[src/rtl/key_pkg.sv]
// Shared types and helpers for the push-button conditioner.
// Holds the FSM state enum and the ms-to-cycles conversion.
package key_pkg;

  typedef enum logic [1:0] {
    IDLE,
    DB_PRESS,
    HELD,
    DB_RELEASE
  } key_state_t;

  function automatic int ms2cyc(input int clkrate, input int ms);
    return clkrate / 1000 * ms;
  endfunction

endpackage

[src/rtl/key_sync.sv]
// Two-flop synchroniser for an asynchronous pad input.
// Ports: clk, rst (sync, active-high), d (async in), q (synchronised out).
module key_sync #(
  parameter logic RST_VAL = 1'b1
) (
  input  logic clk,
  input  logic rst,
  input  logic d,
  output logic q
);

  logic s1_q, s1_d;
  logic s2_q, s2_d;

  always_comb begin
    s1_d = d;
    s2_d = s1_q;
  end

  always_ff @(posedge clk) begin
    if (rst) begin
      s1_q <= RST_VAL;
      s2_q <= RST_VAL;
    end else begin
      s1_q <= s1_d;
      s2_q <= s2_d;
    end
  end

  assign q = s2_q;

endmodule

[src/rtl/key_conditioner.sv]
// Push-button conditioner: sync, debounce, long-press and auto-repeat.
// Ports: clk, rst, key_raw (active-low pad) in; key_clean, held, press,
// release_evt, longpress, repeat_evt out (all registered).
module key_conditioner
  import key_pkg::*;
#(
  parameter int CLKRATE  = 25000000,
  parameter int DBMSEC   = 20,
  parameter int LONGMSEC = 1000,
  parameter int RPTMSEC  = 200
) (
  input  logic clk,
  input  logic rst,
  input  logic key_raw,
  output logic key_clean,
  output logic held,
  output logic press,
  output logic release_evt,
  output logic longpress,
  output logic repeat_evt
);

  localparam int DBMAX   = ms2cyc(CLKRATE, DBMSEC);
  localparam int LONGMAX = ms2cyc(CLKRATE, LONGMSEC);
  localparam int RPTMAX  = ms2cyc(CLKRATE, RPTMSEC);

  generate
    if (DBMAX < 1 || LONGMAX < 1 || RPTMAX < 1) begin : g_bad_cfg
      $error("key_conditioner: derived cycle counts must be >= 1");
    end
  endgenerate

  localparam int DBW = $clog2(DBMAX + 1);
  localparam int HW  = $clog2(LONGMAX + 1);
  localparam int RW  = $clog2(RPTMAX + 1);

  localparam logic [DBW-1:0] DB_LAST   = DBW'(DBMAX - 1);
  localparam logic [HW-1:0]  LONG_LAST = HW'(LONGMAX - 1);
  // holdcnt parks at LONGMAX to mark the repeat phase
  localparam logic [HW-1:0]  LONG_SAT  = HW'(LONGMAX);
  localparam logic [RW-1:0]  RPT_LAST  = RW'(RPTMAX - 1);

  logic sync2;
  logic pr_s;

  key_sync #(.RST_VAL(1'b1)) u_sync (
    .clk (clk),
    .rst (rst),
    .d   (key_raw),
    .q   (sync2)
  );

  assign pr_s = ~sync2;

  key_state_t     state_q, state_d;
  logic [DBW-1:0] dbcnt_q, dbcnt_d;
  logic [HW-1:0]  holdcnt_q, holdcnt_d;
  logic [RW-1:0]  rptcnt_q, rptcnt_d;
  logic           key_clean_q, key_clean_d;
  logic           held_q, held_d;
  logic           press_q, press_d;
  logic           rel_q, rel_d;
  logic           long_q, long_d;
  logic           rpt_q, rpt_d;
  logic           hold_run;

  always_comb begin
    state_d   = state_q;
    dbcnt_d   = dbcnt_q;
    holdcnt_d = holdcnt_q;
    rptcnt_d  = rptcnt_q;
    press_d   = 1'b0;
    rel_d     = 1'b0;
    long_d    = 1'b0;
    rpt_d     = 1'b0;
    hold_run  = 1'b0;

    unique case (state_q)
      IDLE: begin
        if (pr_s) begin
          state_d = DB_PRESS;
          dbcnt_d = DBW'(1);
        end
      end
      DB_PRESS: begin
        if (!pr_s) begin
          state_d = IDLE;
          dbcnt_d = '0;
        end else if (dbcnt_q >= DB_LAST) begin
          state_d   = HELD;
          press_d   = 1'b1;
          dbcnt_d   = '0;
          holdcnt_d = '0;
          rptcnt_d  = '0;
        end else begin
          dbcnt_d = dbcnt_q + 1'b1;
        end
      end
      HELD: begin
        hold_run = 1'b1;
        if (!pr_s) begin
          state_d = DB_RELEASE;
          dbcnt_d = DBW'(1);
        end
      end
      DB_RELEASE: begin
        if (pr_s) begin
          state_d  = HELD;
          dbcnt_d  = '0;
          hold_run = 1'b1;
        end else if (dbcnt_q >= DB_LAST) begin
          // committing release suppresses hold events this cycle
          state_d   = IDLE;
          rel_d     = 1'b1;
          dbcnt_d   = '0;
          holdcnt_d = '0;
          rptcnt_d  = '0;
        end else begin
          dbcnt_d  = dbcnt_q + 1'b1;
          hold_run = 1'b1;
        end
      end
      default: begin
        state_d = IDLE;
        dbcnt_d = '0;
      end
    endcase

    if (hold_run) begin
      if (holdcnt_q == LONG_LAST) begin
        holdcnt_d = LONG_SAT;
        long_d    = 1'b1;
        rptcnt_d  = '0;
      end else if (holdcnt_q == LONG_SAT) begin
        if (rptcnt_q == RPT_LAST) begin
          rpt_d    = 1'b1;
          rptcnt_d = '0;
        end else begin
          rptcnt_d = rptcnt_q + 1'b1;
        end
      end else begin
        holdcnt_d = holdcnt_q + 1'b1;
      end
    end

    held_d      = (state_d == HELD) || (state_d == DB_RELEASE);
    key_clean_d = ~held_d;
  end

  always_ff @(posedge clk) begin
    if (rst) begin
      state_q     <= IDLE;
      dbcnt_q     <= '0;
      holdcnt_q   <= '0;
      rptcnt_q    <= '0;
      key_clean_q <= 1'b1;
      held_q      <= 1'b0;
      press_q     <= 1'b0;
      rel_q       <= 1'b0;
      long_q      <= 1'b0;
      rpt_q       <= 1'b0;
    end else begin
      state_q     <= state_d;
      dbcnt_q     <= dbcnt_d;
      holdcnt_q   <= holdcnt_d;
      rptcnt_q    <= rptcnt_d;
      key_clean_q <= key_clean_d;
      held_q      <= held_d;
      press_q     <= press_d;
      rel_q       <= rel_d;
      long_q      <= long_d;
      rpt_q       <= rpt_d;
    end
  end

  assign key_clean   = key_clean_q;
  assign held        = held_q;
  assign press       = press_q;
  assign release_evt = rel_q;
  assign longpress   = long_q;
  assign repeat_evt  = rpt_q;

endmodule

[config.mk]
export PLATFORM = sky130hd
export DESIGN_NAME = key_conditioner
export DESIGN_NICKNAME = d
export VERILOG_FILES = /design/src/rtl/key_pkg.sv /design/src/rtl/key_sync.sv /design/src/rtl/key_conditioner.sv
export SDC_FILE = /design/constraint.sdc
export NUM_CORES = 1
export LEC_CHECK = 0
export BUFFER_PORTS_ARGS = -buffer_cell sky130_fd_sc_hd__buf_2
export CAP_MARGIN = 10
export CORE_UTILIZATION = 59
export DETAILED_ROUTE_END_ITERATION = 10
export PLACE_DENSITY = 0.76
export SYNTH_ARGS = -nofsm -noshare
export SYNTH_HDL_FRONTEND = slang
export SYNTH_SLANG_ARGS = --single-unit
[constraint.sdc]
create_clock -name clk -period 4.7 [get_ports clk]
set_clock_uncertainty 0.1 [all_clocks]
set_input_delay 1.41 -clock clk [delete_from_list [all_inputs] [get_ports clk]]
set_output_delay 1.41 -clock clk [all_outputs]
set_load 0.02 [all_outputs]
==> results of run 1 <==
layout make-up:
class | instances | area, um^2
clock buffer | 11 | 131
clock inverter | 3 | 15.0
fill | 676 | 2720
inverter | 12 | 45.0
multi-input combinational | 406 | 2640
sequential | 77 | 1540
tap | 99 | 124
timing repair buffer | 12 | 70.1
cells in the mapped netlist (all sizes together) (14+ instances only):
cell | count | area, um^2
a21o | 14 | 105
a211oi | 17 | 133
nand2 | 54 | 203
nor3 | 26 | 135
dfxtp | 77 | 1540
a21oi | 25 | 125
nor2 | 29 | 116
a32o | 16 | 160
nand3 | 39 | 195
clkbuf | 22 | 92.6
nand4 | 19 | 119
cell usage in the layout, fill, tap and decap left out, types with 9 or more instances in the layout:
| cell | n |
|---|---|
| a211oi_1 | 15 |
| a21o_1 | 14 |
| a21oi_1 | 25 |
| a32o_1 | 16 |
| and3_1 | 12 |
| clkbuf_8 | 9 |
| dfxtp_1 | 77 |
| inv_1 | 12 |
| nand2_1 | 54 |
| nand3_1 | 39 |
| nand4_1 | 19 |
| nor2_1 | 28 |
| nor3_1 | 25 |
| o211ai_1 | 13 |
| o21ai_0 | 12 |
layer usage:
metal / vias to the layer above / GRT usage, % / routed length [um]
met5: - / 0 / 0
met4: 0 / 7.36 / 58
met3: 4 / 6.65 / 757
met2: 158 / 46.4 / 5020
met1: 1978 / 42.7 / 5170
li1: 2028 / - / -
critical path: stages, from the launching register on:
cell and delay, ps:
dfxtp_1 370, or4b_1 500, or4_1 700, a211oi_2 970, o2111ai_1 240, a21bo_2 260
through the flow:
step	instance area (um^2)	hold slack, ps	total power, mW
2_1_floorplan	4470	289	0.691
3_3_place_gp	4420	310	0.697
3_5_place_dp	4420	310	0.697
4_1_cts	4560	331	1.11
5_1_grt	4570	335	1.14
6_report	4570	320	1.10
cell families (layout without fill, tap and decap cells):
family,Yosys count,in the layout,share of synthesized area (%)
fa+ha+maj,4,4,1.12
simple gates,235,235,28.2
flops,77,77,34.5
xor+xnor,9,9,1.76
compound gates,157,157,27.7
buf+inv,47,38,6.49
mux,1,1,0.224
where the power goes:
| part | switching (mW) | total [mW] | internal [mW] |
|---|---|---|---|
| sequential | 0.00179 | 0.655 | 0.653 |
| clock | 0.235 | 0.419 | 0.184 |
| combinational | 0.0211 | 0.0273 | 0.00616 |
| total | 0.258 | 1.10 | 0.843 |
state kept, by name, summed over array words and instances, names as in the netlist:
register,cells
dbcnt_q,19
held,1
holdcnt_q,25
key_clean,1
longpress,1
press,1
release_evt,1
repeat_evt,1
rptcnt_q,23
state_q,2
u_sync.q,1
u_sync.s1_q,1
path summary, 6_finish.rpt:
path         slack, ps                       to                      from
min reg2reg        320      u_sync.q$_SDFF_PP1_    u_sync.s1_q$_SDFF_PP1_
max reg2reg       1530  rptcnt_q[11]$_SDFF_PP0_  holdcnt_q[10]$_SDFF_PP0_
min                320      u_sync.q$_SDFF_PP1_    u_sync.s1_q$_SDFF_PP1_
max               1530  rptcnt_q[11]$_SDFF_PP0_  holdcnt_q[10]$_SDFF_PP0_
==> results.json, run 1 <==
{
  "fin_crit_ps": 3170,
  "postRouteAntennaNets": 0,
  "p_leak_nw": 1.53,
  "max_slew_margin_pct": 26.6,
  "core_area_mm2": 0.00729,
  "syn_to_final_growth_pct": 2.24,
  "critPathLaunchType": "flop",
  "port_buffers": 8,
  "pin_count": 9,
  "synthesis.instances": 530,
  "ctsResizeCount": 0,
  "rows": 31,
  "async_flop_share_pct": 0,
  "hold_buffers": 0,
  "synth_ff_type": "dfxtp_1",
  "vdd_ir_drop_max_uv": 228,
  "die_w_um": 89.0,
  "grt_setup_unrepaired": "false",
  "netlist_area_mm2": 0.00447,
  "cp.arrival_ps": 3370,
  "synth_edf_count": 0,
  "hold_depth": 1,
  "overflow": 0,
  "ys_ff_latch": 77,
  "syn_nets": 537,
  "max_freq_mhz": 315,
  "gp_congestion": 0.893,
  "cts-buffers-inserted": 9,
  "power_density_mw_per_mm2": 241,
  "post-place-ws_ps": 1460,
  "place_inst": 605,
  "setup_viol": 0,
  "antenna_found_initial": 0,
  "n_antenna_cell": 0,
  "numClockSinks": 77,
  "postSynthAreaPerCell_um2": 8.43,
  "status": "finished, final reports clean",
  "crit_fanout": 16,
  "yosysUniqueCellTypes": 77,
  "dp_hpwl_um": 7420,
  "synth_warnings": 0,
  "drv_slew": 0,
  "cts_setup_buffers": 0,
  "track_usage_pct": 30.0,
  "cp-end-kind": "flop",
  "utilization_pct": 62.7,
  "viasPerCell": 6.72,
  "maxCapViolCount": 0,
  "grt_max_degree": 42,
  "root_buffer": "clkbuf_8",
  "first_global_vias": 3728,
  "finalHoldViolations": 0,
  "worst_slack_ps": 1530,
  "clk-insertion-delay-late_ps": 350,
  "worst_slew_pin_slew_ps": 1100,
  "initial_utilization_pct": 61.3,
  "dr.pass1.iters": 5,
  "vias": 4168,
  "die_h_um": 89.0,
  "post_drt_wl_per_cell_um": 17.7,
  "routed_wl_um": 11000,
  "hp-class": "flop to flop",
  "drc": 0,
  "h-tree-depth": 3,
  "path_clk_slew_ps": 80,
  "yosysSeqAreaShare_pct": 34.5,
  "path_class": "flop to flop",
  "layout.cells.non_filler": 620,
  "cts_tree": "done",
  "required_ps": 4900,
  "cts_buffer_depth": 2,
  "grt_first_pass_wirelength_um": 18500,
  "die_area_mm2": 0.00793,
  "nNetsFinal": 525,
  "first_iter_violations": 331,
  "tns_ps": 0,
  "timing.final.crit_share_pct": 67.5,
  "reg2reg_depth": 5,
  "drive_above_1_share_pct": 9.98
}
(Power assumes the default switching activity.)
==> run 2, diff against run 1 <==
Settings changed: ABC_AREA set to 1.
Clock period 4.7 ns to 3.19 ns, I/O delays scaled along.
==> run 2 against run 1 <==
Global-route usage down 0.15 points. Cell count is 45% higher. Largest cell class unchanged. Fmax increased by 26%. Routed wire length increased by 14%. Sequential share of layout area down 4.3 points. Clock power grew 96%. Combinational power rose by 36%. Register-to-register slack lost 860 ps. Sequential power is 47% higher.
==> results.json, run 2 <==
{
  "status": "finished, final reports clean",
  "rows": 33,
  "core_area_mm2": 0.00818,
  "required_ps": 3350,
  "routed.top_layer": "met4",
  "dr.pass1.iters": 7,
  "synth.area.top_cells": "dfxtp_1, nand2_1, nand3_1",
  "postSynthAreaPerCell_um2": 6.27,
  "cts_buffer_depth": 2,
  "fill_cells": 788,
  "largestRegisters": "holdcnt_q x25, rptcnt_q x23, dbcnt_q x19",
  "layout.cells.non_filler": 898,
  "cp.depth": 12,
  "n_antenna_cell": 0,
  "dp_hpwl_um": 8880,
  "async_flop_share_pct": 0,
  "yosys.area.top_type": "dfxtp_1",
  "timing.rr.start": "holdcnt_q[0]$_SDFF_PP0_",
  "clk-insertion-delay-late_ps": 360,
  "overflow": 0,
  "timing.final.crit_share_pct": 79.1,
  "first_iter_violations": 290,
  "largest_reg_flops": 25,
  "drc": 0,
  "place_inst": 883,
  "die_h_um": 93.6,
  "synth_commonest_cells": "nand2_1, nand3_1, nor2_1",
  "ctsResizeCount": 0,
  "r2r-end": "rptcnt_q[20]$_SDFF_PP0_",
  "crit_path_start": "holdcnt_q[0]$_SDFF_PP0_",
  "routed_wl_um": 12500,
  "post_drt_wl_per_cell_um": 14.0,
  "max_slew_margin_pct": 41.9,
  "port_buffers": 8,
  "drv_slew": 0,
  "utilization_pct": 64.1,
  "synth_ff_type": "dfxtp_1",
  "final_common_cell": "nand2_1",
  "critPathLaunchType": "flop",
  "track_usage_pct": 29.9,
  "synth.top_cell.area_share_pct": 31.1,
  "synth_edf_count": 0,
  "syn_nets": 797,
  "antenna_found_initial": 0,
  "path_class": "flop to flop",
  "syn_to_final_growth_pct": 5.83,
  "h-tree-depth": 3,
  "cts-buffers-inserted": 9,
  "synthesis.instances": 790,
  "top_register": "holdcnt_q",
  "hold_buffers": 0,
  "cp_cell_sequence": "ha_1 -> nand2_1 -> nor2_1 -> inv_1 -> nor2_2 -> inv_1 -> nor2_1 -> nand3_1 -> nand4_1 -> nand3_1 -> nand2_1 -> inv_1",
  "root_buffer": "clkbuf_8",
  "fin_crit_ps": 2520,
  "design_area_mm2": 0.00524,
  "yosysSeqAreaShare_pct": 31.1,
  "die_area_mm2": 0.00877,
  "vias": 5080,
  "cts_tree": "done",
  "synth_warnings": 0,
  "setup_viol": 0,
  "maxCapViolCount": 0,
  "tns_ps": 0,
  "postRouteAntennaNets": 0,
  "cp_top_family": "simple AND/OR/NAND/NOR gates",
  "cpPeakStageDelay_ps": 580,
  "path_clk_slew_ps": 80,
  "vdd_ir_drop_max_uv": 249,
  "viasPerCell": 5.66,
  "wl_met1_um": 5810,
  "p_leak_nw": 2.07,
  "endpoint": "rptcnt_q[20]$_SDFF_PP0_",
  "drive_above_1_share_pct": 6.94,
  "numClockSinks": 77,
  "power_density_mw_per_mm2": 347,
  "grt_first_pass_wirelength_um": 20900,
  "wl_met3_um": 658,
  "grt_max_degree": 48,
  "initial_utilization_pct": 60.6,
  "yosysUniqueCellTypes": 33,
  "worst_slack_ps": 665,
  "crit_slowest_cell": "nand4_1",
  "worst-path-buf-inv": 3,
  "max_freq_mhz": 396,
  "dr_wl_met2_um": 5920,
  "cp-end-kind": "flop",
  "r2r_slack_ps": 670,
  "post-place-ws_ps": 743,
  "cpMostUsedCell": "inv_1",
  "synth_most_common_cell": "nand2_1",
  "first_global_vias": 4558,
  "nNetsFinal": 796,
  "reg2reg_depth": 12,
  "worst_slew_pin_slew_ps": 870,
  "cts_setup_buffers": 0,
  "cp.arrival_ps": 2680,
  "crit_fanout": 14,
  "layout_common_cells": "nand2_1, nand3_1, nor2_1",
  "finalHoldViolations": 0,
  "grt_setup_unrepaired": "false",
  "die_w_um": 93.6,
  "ys_ff_latch": 77,
  "hp-class": "flop to flop",
  "dpl_cell_area_mm2": 0.00503,
  "pin_count": 9,
  "netlist_area_mm2": 0.00495,
  "gp_congestion": 0.968
}
## run 2: changes by cell type in the layout (fill, tap and decap cells not counted), sizes merged, moves of 14 or more
cell    change
o21ai      +22
nand3      +70
xor2       +22
inv        +79
nand2     +116
nor2       +77
a21oi      +30
a21o       -14
a211oi     -15
a32o       -16
## run 2: final cells by class
type	count	area (um^2)	share of cell area, %
Clock buffer	11	141	2.70
Clock inverter	4	72.6	1.38
Inverter	94	353	6.73
Multi-Input combinational cell	593	2920	55.7
Sequential cell	77	1540	29.4
Tap cell	105	131	2.51
Timing Repair Buffer	14	85.1	1.62
## run 2: worst min path at each step
stage | from | to | depth (start not counted)
after floorplan | u_sync.s1_q$_SDFF_PP1_ | u_sync.q$_SDFF_PP1_ | 1
after global placement | u_sync.s1_q$_SDFF_PP1_ | u_sync.q$_SDFF_PP1_ | 1
after detailed placement | u_sync.s1_q$_SDFF_PP1_ | u_sync.q$_SDFF_PP1_ | 1
after CTS | u_sync.s1_q$_SDFF_PP1_ | u_sync.q$_SDFF_PP1_ | 1
after global routing | u_sync.s1_q$_SDFF_PP1_ | u_sync.q$_SDFF_PP1_ | 1
final | u_sync.s1_q$_SDFF_PP1_ | u_sync.q$_SDFF_PP1_ | 1
## run 2: power breakdown
group          total, mW  switching [mW]  internal [mW]
sequential         0.964         0.00212          0.962
clock              0.820           0.364          0.457
combinational     0.0370          0.0281        0.00889
## run 2: layer usage
metal	GRT usage (%)	up-vias
met5	0	-
met4	7.82	0
met3	5.12	16
met2	52.3	123
met1	37.8	2349
li1	-	2592
## run 2: cells by family (layout without fill, tap and decap cells)
family | Yosys count | after routing | share of synthesized area [%]
buffers and inverters | 120 | 123 | 10.0
and+or+nand+nor | 457 | 457 | 41.6
xor gates and xnor gates | 33 | 33 | 5.83
AOI/OAI and AO/OA | 99 | 99 | 10.4
DFF | 77 | 77 | 31.1
adders and majority gates | 4 | 4 | 1.01
## run 2: stage by stage
step	hold slack, ps	total power, mW
2_1_floorplan	289	1.01
3_3_place_gp	310	1.02
3_5_place_dp	317	1.02
4_1_cts	339	1.83
5_1_grt	358	1.88
6_report	327	1.82
==> run 3, diff against run 2 <==
Clock period 3.19 ns to 2.5 ns, I/O delays scaled along.
==> run 3 against run 2 <==
Global-route usage increased by 0.62 points. Routed wire length increased by 1.4%. Critical path depth increased by 2. Combinational power increased by 29%. Die area unchanged. Fmax increased by 14%. Sequential power increased by 28%. Flip-flop and latch count unchanged. Utilization increased by 1.0 points. Critical endpoint unchanged.
==> results.json, run 3 (same netlist as run 2, synthesis figures left out) <==
{
  "port_buffers": 8,
  "worst-path-buf-inv": 5,
  "cp.arrival_ps": 2380,
  "die_h_um": 93.6,
  "n_antenna_cell": 0,
  "path_clk_slew_ps": 80,
  "cpPeakStageDelay_ps": 400,
  "hold_buffers": 0,
  "final_common_cell": "nand2_1",
  "largest_reg_flops": 25,
  "drc": 0,
  "crit_path_start": "holdcnt_q[1]$_SDFF_PP0_",
  "grt_max_degree": 47,
  "dr.pass1.iters": 5,
  "cp_top_family": "simple AND/OR/NAND/NOR gates",
  "root_buffer": "clkbuf_8",
  "postRouteAntennaNets": 0,
  "timing.final.crit_share_pct": 88.8,
  "cts-buffers-inserted": 9,
  "cts_tree": "done",
  "clk-insertion-delay-late_ps": 360,
  "antenna_found_initial": 0,
  "first_global_vias": 4816,
  "max_slew_margin_pct": 66.8,
  "top_register": "holdcnt_q",
  "finalHoldViolations": 0,
  "h-tree-depth": 3,
  "die_area_mm2": 0.00877,
  "required_ps": 2660,
  "cp_cell_sequence": "ha_1 -> nand2_1 -> nor2_1 -> inv_1 -> nor2_2 -> inv_1 -> nor2_1 -> nand3_1 -> buf_4 -> nand4_1 -> buf_4 -> nand3_1 -> nand2_1 -> inv_1",
  "seqCellArea_mm2": 0.00154,
  "pin_count": 9,
  "vias": 5231,
  "maxCapViolCount": 0,
  "cts_buffer_depth": 2,
  "timing.rr.start": "holdcnt_q[1]$_SDFF_PP0_",
  "core_area_mm2": 0.00818,
  "layout_common_cells": "nand2_1, nand3_1, nor2_1",
  "layout.cells.non_filler": 909,
  "vdd_ir_drop_max_uv": 273,
  "drive_above_1_share_pct": 8.46,
  "syn_to_final_growth_pct": 7.50,
  "power_density_mw_per_mm2": 399,
  "drv_slew": 0,
  "status": "finished, final reports clean",
  "post_drt_wl_per_cell_um": 14.0,
  "grt_first_pass_wirelength_um": 21300,
  "hp-class": "flop to flop",
  "place_inst": 891,
  "numClockSinks": 77,
  "p_leak_nw": 2.11,
  "max_freq_mhz": 450,
  "fin_crit_ps": 2220,
  "path_class": "flop to flop",
  "fill_cells": 801,
  "routed_wl_um": 12700,
  "die_w_um": 93.6,
  "critPathLaunchType": "flop",
  "viasPerCell": 5.75,
  "min_from": "u_sync.s1_q$_SDFF_PP1_",
  "dp_hpwl_um": 9050,
  "track_usage_pct": 30.5,
  "overflow": 0,
  "cp-end-kind": "flop",
  "grt_setup_unrepaired": "false",
  "crit_fanout": 14,
  "tns_ps": 0,
  "multi_input_area_mm2": 0.00294,
  "first_iter_violations": 308,
  "worst_slew_pin_slew_ps": 497,
  "setup_viol": 0,
  "nNetsFinal": 806,
  "gp_congestion": 0.928,
  "cpMostUsedCell": "inv_1",
  "largestRegisters": "holdcnt_q x25, rptcnt_q x23, dbcnt_q x19",
  "crit_slowest_cell": "dfxtp_1",
  "initial_utilization_pct": 60.6,
  "rows": 33
}
-- run 3: metal layers --
layer / track usage [%] / vias up / share of wire, %
met1: 38.9 / 2396 / 45
li1: - / 2617 / -
met3: 4.55 / 38 / 6.1
met2: 49.8 / 180 / 46
met4: 15.6 / 0 / 2.8
met5: 0 / - / 0
-- run 3: area by class of cell --
cell class	instances	area share, %
well taps	105	2.47
repair buffers	24	3.55
multi-input cells	593	55.2
inverters	94	6.69
clock inverters	5	0.705
clock buffers	11	2.47
flip-flops and latches	77	28.9
-- run 3: stage by stage --
stage	instance area [um^2]	util (%)	setup slack (ps)	total power [mW]	hold slack (ps)
global route	5330	65.2	9.07	2.20	359
finish	5330	65.2	280	2.12	316
global placement	5100	62.4	223	1.31	296
CTS	5270	64.5	90.7	2.15	316
detailed placement	5100	62.4	139	1.31	293
floorplan	4950	-	618	1.29	289
-- run 3: path summary, 6_finish.rpt --
check | slack, ps | cells past startpoint | endpoint
worst max-delay path | 280 | 14 | rptcnt_q[20]$_SDFF_PP0_
worst min-delay path | 320 | 1 | u_sync.q$_SDFF_PP1_
worst max register to register | 280 | 14 | rptcnt_q[20]$_SDFF_PP0_
worst min register to register | 320 | 1 | u_sync.q$_SDFF_PP1_
-- run 3: where the power goes --
group | internal [mW] | switching (mW) | leakage (nW)
clock | 0.363 | 0.483 | 0.0795
combinational | 0.0123 | 0.0356 | 1.41
sequential | 1.23 | 0.00292 | 0.621
-- run 3: repair_timing --
| action | CTS | global route |
|---|---|---|
| endpoints found under the setup margin | 0 | 32 |
| resized for setup | 0 | 7 |
| buffers inserted | 0 | 2 |
